## config.mk

```make
export PLATFORM = sky130hd
export DESIGN_NAME = vga_grid_pattern
export DESIGN_NICKNAME = d
export VERILOG_FILES = /design/src/rtl/vga_grid_pattern.sv
export SDC_FILE = /design/constraint.sdc
export NUM_CORES = 1
export LEC_CHECK = 0
export CORE_ASPECT_RATIO = 1.4
export CORE_MARGIN = 2
export CORE_UTILIZATION = 45
export CTS_BUF_LIST = sky130_fd_sc_hd__clkbuf_4 sky130_fd_sc_hd__clkbuf_8
export CTS_CLUSTER_SIZE = 20
export DETAILED_ROUTE_END_ITERATION = 16
export GPL_ROUTABILITY_DRIVEN = 0
export PLACE_DENSITY_LB_ADDON = 0.25
export SLEW_MARGIN = 20
export SYNTH_ARGS = -nofsm -noshare
export SYNTH_HDL_FRONTEND = slang
export SYNTH_SLANG_ARGS = --single-unit
```

## constraint.sdc

```tcl
create_clock -name clock -period 4 [get_ports clock]
set_clock_uncertainty 0.2 [all_clocks]
set_input_delay 0.4 -clock clock [delete_from_list [all_inputs] [get_ports clock]]
set_output_delay 0.4 -clock clock [all_outputs]
set_load 0.02 [all_outputs]
```

## src/rtl/vga_grid_pattern.sv

```systemverilog
// rtl/vga_grid_pattern.sv - registered VGA test pattern: grid, scrolling grid, colour bars, flat field
module vga_grid_pattern #(
    parameter int H_ACTIVE   = 640,
    parameter int V_ACTIVE   = 480,
    parameter int GRID       = 10,
    parameter int COLOR_W    = 8,
    parameter int SCROLL_DIV = 15
) (
    input  logic               clock,
    input  logic               reset_n,
    input  logic [9:0]         next_x,
    input  logic [9:0]         next_y,
    input  logic               blank_n,
    input  logic [1:0]         mode,
    input  logic [COLOR_W-1:0] intensity,
    output logic [COLOR_W-1:0] red,
    output logic [COLOR_W-1:0] green,
    output logic [COLOR_W-1:0] blue,
    output logic               frame_tick
);

    localparam logic [5:0] GRID_MAX = 6'(GRID - 1);
    localparam logic [7:0] DIV_MAX  = 8'(SCROLL_DIV - 1);
    localparam logic [9:0] X_LAST   = 10'(H_ACTIVE - 1);
    localparam logic [9:0] Y_LAST   = 10'(V_ACTIVE - 1);

    logic [9:0]         x_prev_q, x_prev_d, y_prev_q, y_prev_d;
    logic [5:0]         x_phase_q, x_phase_d, y_phase_q, y_phase_d;
    logic [1:0]         x_idx_q, x_idx_d, y_idx_q, y_idx_d;
    logic [1:0]         mode_q, mode_d;
    logic [7:0]         frame_cnt_q, frame_cnt_d;
    logic [5:0]         scroll_q, scroll_d;
    logic               started_q, started_d;
    logic [COLOR_W-1:0] red_q, red_d, green_q, green_d, blue_q, blue_d;
    logic               frame_tick_q, frame_tick_d;

    logic               frame_start;
    logic               lit_r, lit_g, lit_b;
    logic [2:0]         bar;

    // Frame bookkeeping: detect frame start, latch mode, advance the scroll offset
    always_comb begin
        frame_start  = (next_x == 10'd0) && (next_y == 10'd0) && (y_prev_q != 10'd0);
        frame_tick_d = frame_start;
        mode_d       = frame_start ? mode : mode_q;
        started_d    = started_q | frame_start;
        frame_cnt_d  = frame_cnt_q;
        scroll_d     = scroll_q;
        if (frame_start) begin
            if (frame_cnt_q >= DIV_MAX) begin
                frame_cnt_d = 8'd0;
                scroll_d    = (scroll_q >= GRID_MAX) ? 6'd0 : scroll_q + 6'd1;
            end else begin
                frame_cnt_d = frame_cnt_q + 8'd1;
            end
        end
        x_prev_d = next_x;
        y_prev_d = next_y;
    end

    // Phase/index counters for the pixel currently on next_x/next_y; wrap with >= so bad states self-heal
    always_comb begin
        x_phase_d = x_phase_q;
        x_idx_d   = x_idx_q;
        if (next_x == 10'd0) begin
            x_phase_d = (mode_d == 2'd1) ? scroll_d : 6'd0;
            x_idx_d   = 2'd0;
        end else if (next_x != x_prev_q) begin
            if (x_phase_q >= GRID_MAX) begin
                x_phase_d = 6'd0;
                x_idx_d   = (x_idx_q >= 2'd2) ? 2'd0 : x_idx_q + 2'd1;
            end else begin
                x_phase_d = x_phase_q + 6'd1;
            end
        end
        y_phase_d = y_phase_q;
        y_idx_d   = y_idx_q;
        if (next_y == 10'd0) begin
            y_phase_d = 6'd0;
            y_idx_d   = 2'd0;
        end else if (next_y != y_prev_q) begin
            if (y_phase_q >= GRID_MAX) begin
                y_phase_d = 6'd0;
                y_idx_d   = (y_idx_q >= 2'd2) ? 2'd0 : y_idx_q + 2'd1;
            end else begin
                y_phase_d = y_phase_q + 6'd1;
            end
        end
    end

    // Pattern select; colour index 0=green, 1=red, 2=blue; blanking and pre-first-frame force black
    always_comb begin
        bar = 3'd0;
        for (int k = 1; k < 8; k++) begin
            if (next_x >= 10'(k * H_ACTIVE / 8)) bar = 3'(k);
        end
        lit_r = 1'b0;
        lit_g = 1'b0;
        lit_b = 1'b0;
        case (mode_d)
            2'd0, 2'd1: begin
                if (next_x == X_LAST || next_y == Y_LAST) begin
                    lit_b = 1'b1;
                end else if (x_phase_d == 6'd0) begin
                    lit_g = (x_idx_d == 2'd0);
                    lit_r = (x_idx_d == 2'd1);
                    lit_b = (x_idx_d == 2'd2);
                end else if (y_phase_d == 6'd0) begin
                    lit_g = (y_idx_d == 2'd0);
                    lit_r = (y_idx_d == 2'd1);
                    lit_b = (y_idx_d == 2'd2);
                end
            end
            2'd2: begin
                lit_r = bar[2];
                lit_g = bar[1];
                lit_b = bar[0];
            end
            default: begin
                lit_r = 1'b1;
                lit_g = 1'b1;
                lit_b = 1'b1;
            end
        endcase
        if (!blank_n || !started_d) begin
            lit_r = 1'b0;
            lit_g = 1'b0;
            lit_b = 1'b0;
        end
        red_d   = lit_r ? intensity : '0;
        green_d = lit_g ? intensity : '0;
        blue_d  = lit_b ? intensity : '0;
    end

    // State and output registers
    always_ff @(posedge clock) begin
        if (!reset_n) begin
            x_prev_q     <= 10'd0;
            y_prev_q     <= 10'd0;
            x_phase_q    <= 6'd0;
            y_phase_q    <= 6'd0;
            x_idx_q      <= 2'd0;
            y_idx_q      <= 2'd0;
            mode_q       <= 2'd0;
            frame_cnt_q  <= 8'd0;
            scroll_q     <= 6'd0;
            started_q    <= 1'b0;
            red_q        <= '0;
            green_q      <= '0;
            blue_q       <= '0;
            frame_tick_q <= 1'b0;
        end else begin
            x_prev_q     <= x_prev_d;
            y_prev_q     <= y_prev_d;
            x_phase_q    <= x_phase_d;
            y_phase_q    <= y_phase_d;
            x_idx_q      <= x_idx_d;
            y_idx_q      <= y_idx_d;
            mode_q       <= mode_d;
            frame_cnt_q  <= frame_cnt_d;
            scroll_q     <= scroll_d;
            started_q    <= started_d;
            red_q        <= red_d;
            green_q      <= green_d;
            blue_q       <= blue_d;
            frame_tick_q <= frame_tick_d;
        end
    end

    assign red        = red_q;
    assign green      = green_q;
    assign blue       = blue_q;
    assign frame_tick = frame_tick_q;

endmodule

```

==> results of run 1 <==
[cell usage in the layout, fill, tap and decap left out, types with 5 or more instances in the layout]
cell	n
xor2_1	12
a21oi_1	25
xnor2_1	14
nand2_1	40
mux2i_1	9
nor4_1	8
a31oi_1	5
nand3_1	9
and2_1	23
clkdlybuf4s50_1	57
inv_1	13
and3_1	6
ha_1	11
nand4_1	9
dfxtp_1	78
nor3_1	9
buf_4	10
nor2_1	54
o21ai_0	9
clkbuf_8	9
[report_power, final]
part | internal [mW] | switching [mW]
Sequential | 0.792 | 0.0137
Combinational | 0.0844 | 0.0912
Clock | 0.297 | 0.320
[synthesized netlist by cell type, types with 4 or more instances]
cell	number
nor2b_1	4
xnor2_1	14
and2_1	23
clkbuf_1	6
nor4_1	8
ha_1	11
o21ai_0	9
nand2_1	40
nor3_1	9
and3_1	6
a211oi_1	4
a31oi_1	5
dfxtp_1	78
and4_1	4
a21oi_1	25
a41oi_1	4
nand4_1	9
mux2i_1	9
xor2_1	12
inv_1	13
nor2_1	54
nand3_1	9
[cell families (layout without fill, tap and decap cells)]
group | count (synthesis) | in the layout | synth area share
compound gates | 74 | 74 | 0.139
xor+xnor | 26 | 26 | 0.0607
fa+ha+maj | 12 | 12 | 0.0394
buf+inv | 25 | 96 | 0.0297
flops | 78 | 78 | 0.416
mux | 13 | 13 | 0.0400
simple gates | 190 | 190 | 0.274
[worst paths after layout]
check                                    from                          end
setup / recovery                    next_y[2]            red[4]$_SDFF_PN0_
hold / removal    frame_cnt_q[7]$_SDFFE_PN0N_  frame_cnt_q[7]$_SDFFE_PN0N_
setup reg to reg      x_phase_q[1]$_SDFF_PN0_           blue[5]$_SDFF_PN0_
hold reg to reg   frame_cnt_q[7]$_SDFFE_PN0N_  frame_cnt_q[7]$_SDFFE_PN0N_
[worst reg2reg max path: stages (launching register included)]
cell and delay (ns):
dfxtp_1 0.42, inv_1 0.09, ha_1 0.18, or3b_2 0.48, a211oi_1 0.61, a31oi_1 0.30
mux2_2 0.38, nand4_1 0.10, nor3_1 0.08, a211oi_4 0.37, nor2_1 0.09
[through the flow]
stage	util	hold WS (ns)
after floorplan	-	0.240
after global placement	0.547	0.272
after detailed placement	0.547	0.275
after CTS	0.572	0.294
after global routing	0.572	0.321
final	0.572	0.292
[final cells by class]
cell class / instances / area, µm²
timing repair buffer: 67 / 646
tap: 102 / 128
clock inverter: 7 / 80.1
clock buffer: 9 / 124
fill: 739 / 3480
inverter: 13 / 48.8
sequential: 78 / 1560
multi-input combinational: 315 / 2080
[registers in the layout (all words and copies together) (netlist names), 6 cells and up]
| signal | flops |
|---|---|
| red | 8 |
| x_prev_q | 10 |
| x_phase_q | 6 |
| blue | 8 |
| y_phase_q | 6 |
| y_prev_q | 10 |
| frame_cnt_q | 8 |
| scroll_q | 6 |
| green | 8 |
[metal layers]
metal	wire (µm)	vias to the layer above	GRT usage	part of all wire
met1	3900	1527	0.269	0.43
li1	-	1614	-	-
met2	4540	104	0.366	0.50
met3	462	24	0.0571	0.051
met4	234	0	0.0859	0.026
met5	0	-	0	0
==> results by stage, run 1 <==
Synth:
- In the post-synthesis netlist, the biggest area contributors are dfxtp_1 42%, nor2_1 5.4%, nand2_1 4.0%.
- After synthesis, the netlist uses between 60 and 70 different library cells.
- The cell area after synthesis is around 0.0037 mm².
- Synthesis produced a netlist with a net count of 462.
- Counting every instance in the synthesized netlist gives 418.
- The number of enable-type register cells in the synthesized netlist is 0.
- The number of warning messages in the yosys log is 0.
- The primary flip-flop cell chosen by synthesis mapping is dfxtp_1.
- The number of synthesized register bits is 78.
- Of the post-synthesis cell area, the dominant cell type holds 0.416.
- The share of the Yosys chip area taken by registers is 0.416.
- The share of flip-flops with an asynchronous set or reset is 0.
- Summed over all instances, the cell type with the most area after synthesis is dfxtp_1.
- The mean post-synth cell area is 8.97 µm².

Placed design:
- After legalization and detailed placement, the total HPWL measured 6.93 mm.
- The minimum setup slack after placement is ~0.2 ns.
- The quantity of I/O buffers inserted on ports is 57.
- The number of instances in the placed design is about 580.
- Summing all placed instances gives a cell area of 0.00446 mm².

Worst setup path:
- Among all stages on the critical path, the largest delay is contributed by or4_4.
- On the worst path, the slowest cell contributes a delay of around 0.63 ns.
- Data on the critical path is required at its endpoint by 4.05 ns.
- The signal on the critical path passes through clkdlybuf4s50_1, nor4_2, and4_2, and4_1, mux2i_1, o22ai_1, or4_4, a221oi_4, nor2_1.
- By startpoint and endpoint, the worst setup path is classified as in -> reg.
- Data on the critical path arrives at its endpoint at 3.47 ns.
- The nature of the critical path endpoint is a flop.
- Among cell families on the critical path, the largest total delay comes from simple AND/OR/NAND/NOR gates.
- The depth of the worst register-to-register path is 10.
- The register-to-register path setup slack is 0.59 ns.
- Along the worst path, the maximum fanout reaches 8.
- The category of the worst setup path launch point is an input pin.
- In this run the number of cells on the critical path is 9.
- The buffer and inverter count on the worst path is 1.

Layout:
- Excluding fillers, the count of instances in the completed layout stands at 591.
- The final non-filler cell area is 0.00466 mm².
- The fraction of final layout cells sized beyond drive strength 1 is 0.0961.
- From synthesis to final layout, the design area changed by 24.4%.
- The count of antenna diodes in the layout is 0.
- The number of nets in the layout is roughly 530.

CTS:
- Clock tree synthesis found a total of 78 sinks.
- TritonCTS built the clock tree.
- The total clock buffers created by CTS is 9.
- The tree is rooted in a clkbuf_8.
- The count of hold-fix buffers inserted at cts is 0.
- The buffers inserted during post-CTS setup optimization is 0.
- The count of instances resized after the clock tree is built is 0.
- The clock input transition at the sequential cells of the worst setup and hold paths is ~0.08 ns.
- The maximum buffer depth of the clock tree is 2.
- The clock reaches the later pin of the worst-skew pair after 0.38 ns.
- The H-tree level count is 3.

Outcome:
- The flow ran to the end, and the final reports show no timing, DRC or antenna violations.

Route:
- The detailed-routing iteration count for the pre-antenna-repair pass is 6.
- The detailed-route DRC error count is 0.
- The post-detailed-routing wire length is 9.14 mm.
- The detailed router placed ~3.3k vias in this run.
- The first-iteration detailed-routing DRC count is 191.
- In the routed layout, each cell is associated on average with a via count of 5.53.
- The number of nets with antenna violations after routing is 0.
- The detail-routed net length per standard cell is 15.5 µm.

STA:
- Setup repair after global routing left no endpoint under its margin.
- The final hold violation count is 0.
- At the pin with the least slew margin, the transition time is 0.697 ns.
- The portion of the clock cycle consumed by the worst path in the final layout is 0.856.
- The minimum clock period after layout is 3.42 ns.
- The final setup violation count is 0.
- The final worst slack is slightly below 0.6 ns.
- Derived from the worst setup path, the maximum achievable clock frequency is just under 300 MHz.
- The sum of negative setup slack is 0 ns.
- The number of max-slew violations in the final report is 0.
- Measured against its own limit, the worst slew margin works out to 0.533.

Run:
- The reported max-cap violation count is 0.

GRT:
- The largest net degree at the start of global routing is 22.
- After global routing the overflow that remains totals 0.
- The number of antenna violations at the first check in global routing is 0.
- The first global-routing pass estimated ~15 mm of wire.
- The combined global-route utilization of all metal layers is 0.220.
- The via count of the first global-routing pass is 3199.

Floorplan:
- The number of ports placed on the die boundary is 58.
- The starting utilization of the core area is 0.460.
- The floorplan step defined a die boundary enclosing roughly 0.009 mm².
- The die is 112 µm tall.
- The number of placement rows is 39.
- The floorplan core area is ~0.0081 mm².
- The floorplan step set the die width to around 81 µm.

Pwr:
- Summed over all cells, the static leakage comes to around 1.7 nW.
- The largest vdd supply drop is 0.245 mV.
- Power spread over the standard cell area amounts to 343 mW/mm².
- The design draws roughly 1.6 mW.

Min path:
- The worst hold-check path type is reg -> reg.
- The number of cells on the worst hold path is 1.
Power figures use the tool's default switching activity.
==> run 2: changes to the inputs <==
--- a/config.mk
+++ b/config.mk
@@ -5,6 +5,7 @@
 export SDC_FILE = /design/constraint.sdc
 export NUM_CORES = 1
 export LEC_CHECK = 0
+export CAP_MARGIN = 20
 export CORE_ASPECT_RATIO = 1.4
 export CORE_MARGIN = 2
 export CORE_UTILIZATION = 45
@@ -12,6 +13,7 @@
 export CTS_CLUSTER_SIZE = 20
 export DETAILED_ROUTE_END_ITERATION = 16
 export GPL_ROUTABILITY_DRIVEN = 0
+export HOLD_SLACK_MARGIN = 0.06
 export PLACE_DENSITY_LB_ADDON = 0.25
 export SLEW_MARGIN = 20
 export SYNTH_ARGS = -nofsm -noshare
==> results of run 2 <==
No change in the layout: final DEF, timing and power equal those of run 1.
==> run 3: changes to the inputs <==
--- a/config.mk
+++ b/config.mk
@@ -8,7 +8,7 @@
 export CAP_MARGIN = 20
 export CORE_ASPECT_RATIO = 1.4
 export CORE_MARGIN = 2
-export CORE_UTILIZATION = 45
+export CORE_UTILIZATION = 38
 export CTS_BUF_LIST = sky130_fd_sc_hd__clkbuf_4 sky130_fd_sc_hd__clkbuf_8
 export CTS_CLUSTER_SIZE = 20
 export DETAILED_ROUTE_END_ITERATION = 16
==> constraint.sdc (replaced) <==
create_clock -name clock -period 3.05 [get_ports clock]
set_clock_uncertainty 0.2 [all_clocks]
set_input_delay 0.305 -clock clock [delete_from_list [all_inputs] [get_ports clock]]
set_output_delay 0.305 -clock clock [all_outputs]
set_load 0.02 [all_outputs]
==> run 3 against run 2 <==
Effect of this change:
- first-iteration DRC count fell by 13%
- via count rose by 9.2%
- sequential power rose by 32%
- routed wire length rose by 10%
- utilization rose by 1.2 points
- sequential share of layout area fell by 5.3 points
- combinational power rose by 72%
- worst hold slack got worse by 0.22 ns
- final cell count rose by 18%
- critical path depth rose by 4
- clock power rose by 30%
- register-to-register slack got worse by 0.49 ns
- largest power group unchanged
==> results by stage, run 3 (synthesis gave the netlist of run 1 again) <==
Outcome:
- The flow ran to the end, and the final reports show no timing, DRC or antenna violations.

Worst setup path:
- The required time of the critical path is 3.12 ns (-0.93 ns).
- The master of the slowest instance on the critical path is or3b_2.
- STA classifies the critical path startpoint as a flop.
- The depth of the worst register-to-register path was 13 (+3).
- The reg-to-reg critical path endpoint is red[1]$_SDFF_PN0_.
- The worst setup path is captured at a flop.
- The register-to-register path setup slack is 0.1 ns (-0.49 ns).
- The buffer and inverter count on the worst path is 4 (+3).
- The category of the critical setup timing path is reg -> reg.
- The worst-path maximum fanout is 8 (unchanged).
- The cell with the most instances on the worst path is buf_4.
- The family with the most delay on the worst path is compound AO/OA/AOI/OAI gates.
- Traced cell by cell, the critical path runs through inv_1, ha_1, or3b_2, a211o_1, a31oi_2, buf_4, mux2i_1, o22ai_2, buf_4, nor4_1, a221oi_4, buf_6, nor2_1.
- The data arrival time of the critical path was 3.02 ns (-0.45 ns).
- The biggest cell delay along the critical path is 0.50 ns (-0.13 ns).
- The startpoint identified for the worst register-to-register timing path is x_phase_q[1]$_SDFF_PN0_.

STA:
- The final setup violation count is 0 (unchanged).
- The number of max-slew violations in the final report is 0 (unchanged).
- The tightest slew margin relative to the limit came to 0.676 (+0.143).
- The achievable clock frequency is 339 MHz.
- The minimum clock period after layout is 2.95 ns.
- Setup repair after global routing could not meet its margin everywhere.
- The portion of the clock cycle consumed by the worst path in the final layout is 0.968.
- The final hold violation count is 0 (unchanged).
- The measured slew at the worst slew-check pin is 0.481 ns (-0.216 ns).

Layout:
- The final non-filler cell area is 0.00556 mm² (+19%).
- The number of nets in the layout is 605 (+15%).
- The utilization after layout is 0.584 (+0.0121).
- From synthesis to final layout, the design area changed by 48.2%.
- The fraction of final layout cells sized beyond drive strength 1 is 0.283 (+0.187).
- The count of non-filler cells in the finished layout is 698 (+18%).
- The largest registers in the layout are x_prev_q x10, y_prev_q x10.
- The most common library cell in the layout ignoring fill and taps is buf_4.
- The fill cell total of the finished layout is 828 (+12%).
- The count of antenna diodes in the layout is 0 (unchanged).
- In the layout the commonest cells are 82 x buf_4, 72 x dfxtp_1, 53 x nor2_1, 46 x clkdlybuf4s50_1, 40 x nand2_1.

Pwr:
- The largest vdd supply drop was 0.247 mV (+1.1%).
- The reported leakage power was 2.27 nW (+31%).
- The power density over the cells is 389 mW/mm² (+14%).

Floorplan:
- The die span in x is 88.0 µm (+8.4%).
- The floorplan core area came to 0.00951 mm² (+17%).
- The number of ports placed on the die boundary is 58 (unchanged).
- The overall die height is 122 µm (+8.5%).
- The total die area is 0.0107 mm² (+18%).
- The starting utilization of the core area is 0.394 (-0.0659).
- The number of placement rows is 42 (+7.7%).

Min path:
- The number of cells on the worst hold path is 2 (+1).
- The sink of the worst hold path is x_prev_q[5]$_SDFF_PN0_.
- The worst hold-check path type is in -> reg.
- The hold path startpoint is next_x[5].

CTS:
- TritonCTS built the clock tree.
- The maximum buffer depth of the clock tree is 2 (unchanged).
- The worst-skew pair later-pin latency came to 0.36 ns (-0.02 ns).
- CTS placed an instance of clkbuf_8 at the clock tree root.
- The total clock buffers created by CTS is 9 (unchanged).
- The count of clock tree sinks is 78 (unchanged).
- The count of hold-fix buffers inserted at cts is 0 (unchanged).
- The H-tree level count was 3 (unchanged).
- The clock input transition at the sequential cells of the worst setup and hold paths is 0.09 ns (about the same).

GRT:
- The wire length of the first global-routing pass is 16.4 mm (+6.5%).
- The combined global-route utilization of all metal layers came to 0.198 (-0.0222).
- The via count of the first global-routing pass came to 3499 (+9.4%).
- The largest net degree at the start of global routing is 15 (-32%).
- The number of antenna violations at the first check in global routing is 0 (unchanged).
- The leftover overflow at the end of global routing came to 0 (unchanged).

Route:
- The total via count after detailed routing was 3571 (+9.2%).
- The first-iteration detailed-routing DRC count came to 166 (-13%).
- The detailed-route DRC error count was 0 (unchanged).
- The detailed-routing iteration count for the pre-antenna-repair pass is 4 (-2).
- The average via count per standard cell is 5.12 (-7.5%).
- The post-detailed-routing wire length is 10.1 mm (+10%).
- The number of nets with antenna violations after routing is 0 (unchanged).
- The detail-routed net length per standard cell is 14.5 µm (-6.5%).

Placed design:
- The quantity of I/O buffers inserted on ports is 57 (unchanged).
- The post-detailed-placement half-perimeter wirelength is 7.57 mm (+9.3%).
- The number of instances in the placed design is 667 (+16%).
- The instance area after placement is 0.00499 mm² (+12%).

Run:
- The reported max-cap violation count was 0 (unchanged).
[run 3: cell types whose count changed in the layout (fill, tap and decap cells not counted), sizes merged]
cell,change
clkbuf,+1
inv,-2
buf,+77
dlymetal6s2s,+11
clkdlybuf4s50,-11
clkinv,+1
[run 3: worst max path at each step]
| stage | startpoint | endpoint | cells after the start | slack (ns) |
|---|---|---|---|---|
| 6_report | x_phase_q[1]$_SDFF_PN0_ | red[1]$_SDFF_PN0_ | 13 | 0.1 |
| 5_1_grt | frame_cnt_q[0]$_SDFFE_PN0N_ | blue[3]$_SDFF_PN0_ | 12 | -0.06 |
| 2_1_floorplan | next_y[2] | blue[0]$_SDFF_PN0_ | 8 | 0.04 |
| 3_3_place_gp | next_y[2] | green[4]$_SDFF_PN0_ | 10 | -0.48 |
| 4_1_cts | next_y[2] | blue[1]$_SDFF_PN0_ | 10 | 0.001 |
| 3_5_place_dp | next_y[2] | green[4]$_SDFF_PN0_ | 10 | -0.56 |
[run 3: power by group]
part           total [mW]  internal (mW)  switching [mW]
sequential           1.06           1.04          0.0173
combinational       0.302          0.160           0.142
clock               0.805          0.404           0.401
[run 3: per-stage QoR]
stage	hold WS (ns)	setup WS, ns	setup TNS, ns	power (mW)
after detailed placement	0.276	-0.560	-11.90	1.35
final	0.0719	0.0963	0	2.16
after global routing	0.0941	-0.0574	-0.690	2.25
after CTS	0.295	0.000961	0	2.17
after floorplan	0.219	0.0447	0	1.22
after global placement	0.266	-0.484	-9.97	1.34
[run 3: final cells by class]
class,instances,area (µm²),share of cell area
clock inverter,6,67.6,0.0122
sequential,78,1570,0.282
tap,132,165,0.0297
inverter,13,48.8,0.00878
clock buffer,10,138,0.0248
timing repair buffer,144,1290,0.232
multi-input combinational,315,2280,0.411
[run 3: layer usage]
layer,share of wire,vias up,GRT usage
met5,0,-,0
met4,0.031,0,0.0971
met3,0.038,21,0.0379
met2,0.51,85,0.336
met1,0.42,1699,0.236
li1,-,1766,-
[run 3: timing repair]
action | CTS | global route
pin swaps | 3 | 27
resized for setup | 12 | 49
setup endpoints to repair | 24 | 24
buffers inserted | 2 | 13
[run 3: worst register-to-register path: stages (launching register included)]
cell and delay [ns]:
dfxtp_1 0.35, inv_1 0.06, ha_1 0.17, or3b_2 0.50
a211o_1 0.31, a31oi_2 0.18, buf_4 0.15, mux2i_1 0.08
o22ai_2 0.15, buf_4 0.15, nor4_1 0.07, a221oi_4 0.29
buf_6 0.16, nor2_1 0.05
